File: src/rtl/muldiv_pkg.sv
// Shared definitions for the RV32M multiply/divide unit: op encodings,
// FSM states, iteration counter width and special-case result constants.
package muldiv_pkg;

  localparam int XLEN_DEFAULT = 32;
  localparam int ITER_CNT_W   = 5;

  typedef enum logic [2:0] {
    MD_MUL    = 3'b000,
    MD_MULH   = 3'b001,
    MD_MULHSU = 3'b010,
    MD_MULHU  = 3'b011,
    MD_DIV    = 3'b100,
    MD_DIVU   = 3'b101,
    MD_REM    = 3'b110,
    MD_REMU   = 3'b111
  } md_op_e;

  typedef enum logic [1:0] {
    IDLE = 2'd0,
    CALC = 2'd1,
    DONE = 2'd2
  } md_state_e;

  localparam logic [XLEN_DEFAULT-1:0] DIV0_QUOT = '1;
  localparam logic [XLEN_DEFAULT-1:0] OVF_QUOT  = {1'b1, {(XLEN_DEFAULT-1){1'b0}}};

  // rs1 is signed for MUL/MULH/MULHSU/DIV/REM
  function automatic logic op_a_signed(input md_op_e f);
    return (f == MD_MUL) || (f == MD_MULH) || (f == MD_MULHSU) ||
           (f == MD_DIV) || (f == MD_REM);
  endfunction

  // rs2 is signed for MUL/MULH/DIV/REM
  function automatic logic op_b_signed(input md_op_e f);
    return (f == MD_MUL) || (f == MD_MULH) || (f == MD_DIV) || (f == MD_REM);
  endfunction

endpackage

File: src/rtl/muldiv_sign_fix.sv
// Conditional two's-complement negate. Used both to take magnitudes of
// signed operands and to restore the sign of the final result.
module muldiv_sign_fix #(
  parameter int W = 32
) (
  input  logic [W-1:0] val,
  input  logic         neg,
  output logic [W-1:0] res
);

  assign res = neg ? (~val + W'(1)) : val;

endmodule

File: src/rtl/muldiv_unit.sv
// Iterative RV32M multiply/divide unit with register-file writeback.
// Optional macro MULDIV_FAST_MUL_EN: multiplies complete in one cycle
// through a combinational product; divides stay iterative.
module muldiv_unit
  import muldiv_pkg::*;
#(
  parameter int XLEN       = XLEN_DEFAULT,
  parameter int REG_ADDR_W = 5
) (
  input  logic                  clk,
  input  logic                  rst,
  input  logic                  start,
  input  logic [2:0]            op,
  input  logic [XLEN-1:0]       rs1_val,
  input  logic [XLEN-1:0]       rs2_val,
  input  logic [REG_ADDR_W-1:0] rd_in,
  output logic                  busy,
  output logic                  done,
  output logic                  we,
  output logic [REG_ADDR_W-1:0] rd_addr,
  output logic [XLEN-1:0]       wd
);

  localparam logic [XLEN-1:0] Q_DIV0 = XLEN'(DIV0_QUOT);
  localparam logic [XLEN-1:0] Q_OVF  = XLEN'(OVF_QUOT);

  md_state_e             state, state_nxt;
  md_op_e                op_in, op_q, op_sel;
  logic [ITER_CNT_W-1:0] cnt;
  logic [2*XLEN-1:0]     acc, acc_nxt, raw, prod_fix;
  logic [XLEN-1:0]       opb;
  logic                  neg_q, neg_r, nq_sel, nr_sel;

  logic                  a_sgn, b_sgn, is_div, is_rem, div0, ovf;
  logic                  spec_hit, fast_path;
  logic [XLEN-1:0]       a_mag, b_mag, spec_val;
  logic [XLEN-1:0]       quo_fix, rem_fix, result;

  logic [XLEN:0]         mul_sum, rem_sh;
  logic [XLEN-1:0]       div_diff;
  logic                  div_ge;

  assign op_in    = md_op_e'(op);
  assign a_sgn    = op_a_signed(op_in) & rs1_val[XLEN-1];
  assign b_sgn    = op_b_signed(op_in) & rs2_val[XLEN-1];
  assign is_div   = op_in[2];
  assign is_rem   = op_in[1];
  assign div0     = (rs2_val == '0);
  assign ovf      = ((op_in == MD_DIV) || (op_in == MD_REM)) &&
                    (rs1_val == Q_OVF) && (rs2_val == '1);
  assign spec_hit = is_div && (div0 || ovf);
  assign spec_val = div0 ? (is_rem ? rs1_val : Q_DIV0) : (is_rem ? '0 : Q_OVF);

`ifdef MULDIV_FAST_MUL_EN
  assign fast_path = !op_in[2];
`else
  assign fast_path = 1'b0;
`endif

  muldiv_sign_fix #(.W(XLEN)) u_abs_a (.val(rs1_val), .neg(a_sgn), .res(a_mag));
  muldiv_sign_fix #(.W(XLEN)) u_abs_b (.val(rs2_val), .neg(b_sgn), .res(b_mag));

  // One shift-add (multiply) or restoring-subtract (divide) step on acc.
  // Multiply: acc = {partial_hi, multiplier}, opb = multiplicand.
  // Divide:   acc = {remainder, dividend/quotient}, opb = divisor.
  always_comb begin
    mul_sum  = {1'b0, acc[2*XLEN-1:XLEN]} + {1'b0, opb & {XLEN{acc[0]}}};
    rem_sh   = acc[2*XLEN-1:XLEN-1];
    // rem_sh - opb always fits XLEN bits when the subtract is taken
    div_ge   = rem_sh[XLEN] | (rem_sh[XLEN-1:0] >= opb);
    div_diff = rem_sh[XLEN-1:0] - opb;
    if (op_q[2]) begin
      acc_nxt = div_ge ? {div_diff, acc[XLEN-2:0], 1'b1} : {acc[2*XLEN-2:0], 1'b0};
    end else begin
      acc_nxt = {mul_sum, acc[XLEN-1:1]};
    end
  end

  // Select the raw 64-bit value and sign flags feeding result correction:
  // live inputs while IDLE (fast multiply), registered state otherwise.
  always_comb begin
    op_sel = op_q;
    nq_sel = neg_q;
    nr_sel = neg_r;
    raw    = acc_nxt;
    if (state == IDLE) begin
      op_sel = op_in;
      nq_sel = a_sgn ^ b_sgn;
      nr_sel = a_sgn;
`ifdef MULDIV_FAST_MUL_EN
      raw    = a_mag * b_mag;
`endif
    end
  end

  muldiv_sign_fix #(.W(2*XLEN)) u_fix_prod (.val(raw), .neg(nq_sel), .res(prod_fix));
  muldiv_sign_fix #(.W(XLEN)) u_fix_quo (.val(raw[XLEN-1:0]), .neg(nq_sel), .res(quo_fix));
  muldiv_sign_fix #(.W(XLEN)) u_fix_rem (.val(raw[2*XLEN-1:XLEN]), .neg(nr_sel), .res(rem_fix));

  // Pick the architectural result for the op
  always_comb begin
    result = rem_fix;
    case (op_sel)
      MD_MUL:                       result = prod_fix[XLEN-1:0];
      MD_MULH, MD_MULHSU, MD_MULHU: result = prod_fix[2*XLEN-1:XLEN];
      MD_DIV, MD_DIVU:              result = quo_fix;
      default:                      result = rem_fix;
    endcase
  end

  // State register
  always_ff @(posedge clk or negedge rst) begin
    if (!rst) state <= IDLE;
    else      state <= state_nxt;
  end

  // Next-state logic
  always_comb begin
    state_nxt = state;
    case (state)
      IDLE:    if (start) state_nxt = (spec_hit || fast_path) ? DONE : CALC;
      CALC:    if (cnt == '1) state_nxt = DONE;
      DONE:    state_nxt = IDLE;
      default: state_nxt = IDLE;
    endcase
  end

  // Operand capture, iteration and writeback data
  always_ff @(posedge clk or negedge rst) begin
    if (!rst) begin
      op_q    <= MD_MUL;
      cnt     <= '0;
      acc     <= '0;
      opb     <= '0;
      neg_q   <= 1'b0;
      neg_r   <= 1'b0;
      rd_addr <= '0;
      wd      <= '0;
    end else begin
      case (state)
        IDLE: begin
          if (start) begin
            op_q    <= op_in;
            rd_addr <= rd_in;
            neg_q   <= a_sgn ^ b_sgn;
            neg_r   <= a_sgn;
            cnt     <= '0;
            acc     <= {{XLEN{1'b0}}, (is_div ? a_mag : b_mag)};
            opb     <= is_div ? b_mag : a_mag;
            if (spec_hit)       wd <= spec_val;
            else if (fast_path) wd <= result;
          end
        end
        CALC: begin
          acc <= acc_nxt;
          cnt <= cnt + ITER_CNT_W'(1);
          if (cnt == '1) wd <= result;
        end
        default: ;
      endcase
    end
  end

  assign busy = (state != IDLE);
  assign done = (state == DONE);
  assign we   = done && (rd_addr != '0);

endmodule
File: config.mk
export PLATFORM = sky130hd
export DESIGN_NAME = muldiv_unit
export DESIGN_NICKNAME = d
export VERILOG_FILES = /design/src/rtl/muldiv_pkg.sv /design/src/rtl/muldiv_sign_fix.sv /design/src/rtl/muldiv_unit.sv
export SDC_FILE = /design/constraint.sdc
export NUM_CORES = 1
export LEC_CHECK = 0
export ABC_CLOCK_PERIOD_IN_PS = 7600
export BUFFER_PORTS_ARGS = -buffer_cell sky130_fd_sc_hd__buf_4
export CORE_UTILIZATION = 28
export CTS_CLUSTER_SIZE = 20
export DETAILED_ROUTE_END_ITERATION = 16
export HOLD_SLACK_MARGIN = 0.1
export MAX_ROUTING_LAYER = met4
export PLACE_DENSITY = 0.43
export SLEW_MARGIN = 5
export SYNTH_ARGS = -nofsm -noshare
export SYNTH_HDL_FRONTEND = slang
export SYNTH_SLANG_ARGS = --single-unit
File: constraint.sdc
create_clock -name clk -period 7.6 [get_ports clk]
set_clock_uncertainty 0.1 [all_clocks]
set_input_delay 0.76 -clock clk [delete_from_list [all_inputs] [get_ports clk]]
set_output_delay 0.76 -clock clk [all_outputs]
set_load 0.03 [all_outputs]
==> run summary <==
status: complete, no violations
antenna violations before repair: 1
final-report max-slew violation count: 0
Antenna Nets Post-Route: 0
I/O pins: 115
simple-gate share of the synthesized area: 22.86%
share of the synthesized area in the top cell type: 22.82%
root buffer cell: clkbuf_16
Tcrit/Tclk final: 89.23%
mux cell area share after synthesis: 3.454%
Main synth FF type: dfrtp_1
Yosys top cell by area: dfrtp_1
TritonRoute pass-1 iters: 6
CTS tree: done
drt initial violations: 1570
Highest Clock Rate: 147.5 MHz
CTS Buffer Depth: 2
Initial Util: 28.59%
Post-synth EDFFs: 0
CTS resizes: 0
minimum clock period: 6.781 ns
htree depth: 4
postcts setup bufs: 0
Mapped Area: 15900 sq um
All-Layer GR Usage: 26.23%
CTS Buf Count: 17
largest family of logic cells by synthesized area: compound AO/OA/AOI/OAI gates
Post-Route WL: 73830 um
Worst Path Arrival: 7.03 ns
Clock Sinks: 145
worst-margin pin slew: 1.056 ns
Worst-path clk slew: 0.07 ns
Worst setup SP type: register
Core ar.: 55630 sq um
Hold Vio Cnt, Final: 0
number of cell rows: 86
die width: 240.3 um
detailed-route via count: 17030
adder-cell share of the synthesized area: 5.838%
syn_area_per_cell: 7.414 sq um
RSZ-0062 raised after global routing: false
HPWL after DPL: 57310 um
Die Y: 240.3 um
Remaining DRCs: 0
die area: 57750 sq um
register bit count reported by yosys: 145
Post-Synth XOR/XNOR Area: 9.528%
share of flip-flops with an asynchronous set or reset: 100.0%
vias in the first global route: 15960
Synth Area in Compound Gates: 30.23%
Critical Path Sink Type: register
Port Buffers: 114
post-synthesis cell type count: 95
worst skew pair latency: 0.50 ns
P&R area growth vs syn: 13.68%
share of cells above drive strength 1: 11.16%
GRT overflow: 0
worst hold-check path type: input port to async pin
Final nets: 2333
Cells after Synth: 2145
Yosys warning count: 0
largest cells by area after synthesis: dfrtp_1 23%, o21ai_0 6.1%, nand2_1 6.1%, a21oi_1 5.7%, ha_1 5.6%
final setup fails: 0
final RePlAce weighted congestion: 0.9406
via/cell ratio: 5.782
total of max-cap violations: 0
register area share after synthesis: 22.82%
syn nets: 2293
kind of critical path: register to register
Sum Neg Setup Slack: 0 ns
first-pass GRT wire length: 107800 um
# hold bufs at CTS: 0
worst path required time: 7.85 ns
slew margin rel.: 29.57%
largest net degree at the start of global routing: 85
drt wl/cell: 25.07 um
CP Max Fanout: 17
[synthesized netlist by cell type (8+ instances only)]
library cell,number
a211oi_1,13
a21boi_0,12
a21o_1,22
a21oi_1,180
a221oi_1,15
a31oi_1,34
a41oi_1,10
and2_1,45
and3_1,12
buf_1,10
buf_2,16
clkbuf_1,104
dfrtp_1,145
ha_1,71
inv_1,68
mux2i_1,47
nand2_1,258
nand2b_1,13
nand3_1,75
nand4_1,21
nor2_1,179
nor2b_1,11
nor3_1,52
nor4_1,23
o211ai_1,47
o21a_1,18
o21ai_0,195
o21ai_1,12
o221ai_1,40
o22ai_1,8
o31ai_1,23
o41ai_1,11
or3_1,20
or4_1,11
xnor2_1,92
xor2_1,81
[layout make-up]
class,count,area (sq um)
multi-input cells,1793,11490
fillers,6048,37550
well taps,748,935.9
repair buffers,157,1182
clock buffers,20,456.7
diodes,1,2.502
flip-flops and latches,145,3632
inverters,71,266.5
clock inverters,10,112.6
[path summary, 6_finish.rpt]
kind                                startpoint                endpoint  slack [ns]  depth (start not counted)
max                        acc[31]$_DFFE_PN0P_      wd[14]$_DFFE_PN0P_        0.82                         20
min                                        rst  rd_addr[0]$_DFFE_PN0P_        0.19                          1
max reg2reg                acc[31]$_DFFE_PN0P_      wd[14]$_DFFE_PN0P_        0.82                         20
min reg2reg                  neg_q$_DFFE_PN0P_       neg_q$_DFFE_PN0P_        0.38                          2
max in group asynchronous                  rst     op_q[2]$_DFFE_PN0P_        6.05                          2
min in group clk                      rd_in[0]  rd_addr[0]$_DFFE_PN0P_        0.36                          3
[cells in the final DEF, fill, tap and decap left out, drive strengths merged, types with 10 or more instances in the layout]
master  count
a21o       22
or3        20
o21a       18
nor4       24
clkbuf     20
o31ai      25
and2       47
xor2       81
nand4      22
a21oi     185
nand3      78
nand2     260
nor3       53
nor2      179
inv        70
o21ai     209
and3       12
a41oi      10
a221oi     17
buf       157
a21boi     12
a31oi      34
or4        11
o211ai     47
o41ai      12
mux2i      47
o221ai     41
nand2b     13
a211oi     13
dfrtp     145
xnor2      92
ha         71
nor2b      11
o22ai      10
[logic make-up after synthesis]
logic type               count (synthesis)
AND/OR/NAND/NOR                        762
AO/OA/AOI/OAI                          731
buffers and inverters                  207
XOR/XNOR                               173
flip-flops                             145
adder cells (fa/ha/maj)                 73
multiplexers                            54
[critical path, cell delays in order, from the launching register on]
cell	delay (ns)
dfrtp_1	0.42
inv_1	0.12
ha_1	0.19
fa_1	0.21
nand2b_1	0.16
a21oi_1	0.10
o21ai_1	0.32
a21o_1	0.57
nand3_2	0.16
nand2_1	0.29
a21boi_0	0.40
ha_1	0.27
o211ai_1	0.17
nor4_1	0.49
nor4b_2	0.63
nand3_1	0.44
or4_1	0.57
o21ai_0	0.23
xor2_1	0.11
a222oi_1	0.47
o221ai_1	0.21
[registers in the layout, summed over array words and instances (netlist names), 2 cells and up]
signal and cells:
cnt 5, acc 64, wd 32, state 2
rd_addr 5, op_q 3, opb 32
[metal layers]
layer,GRT usage (%),share of wire [%]
met5,-,0
met4,9.207,3.1
met3,4.087,5.7
met2,39.25,44
met1,35.58,47
[metrics by stage]
stage | instance area [sq um] | setup WS [ns] | hold slack [ns] | cells | utilization, %
6_report | 18080 | 0.8185 | 0.1899 | 2945 | 32.50
3_5_place_dp | 17510 | 0.9763 | 0.3710 | 2914 | 31.47
5_1_grt | 18080 | 0.3186 | 0.2282 | 2944 | 32.49
3_3_place_gp | 17510 | 1.126 | 0.3646 | 2914 | 31.47
2_1_floorplan | 15900 | 2.194 | 0.3494 | 2145 | -
4_1_cts | 18080 | 0.9323 | 0.1979 | 2944 | 32.49
Power is left out: the tool's default activity adds up to more than one toggle a clock period on the data nets, which glitch-free logic cannot reach.
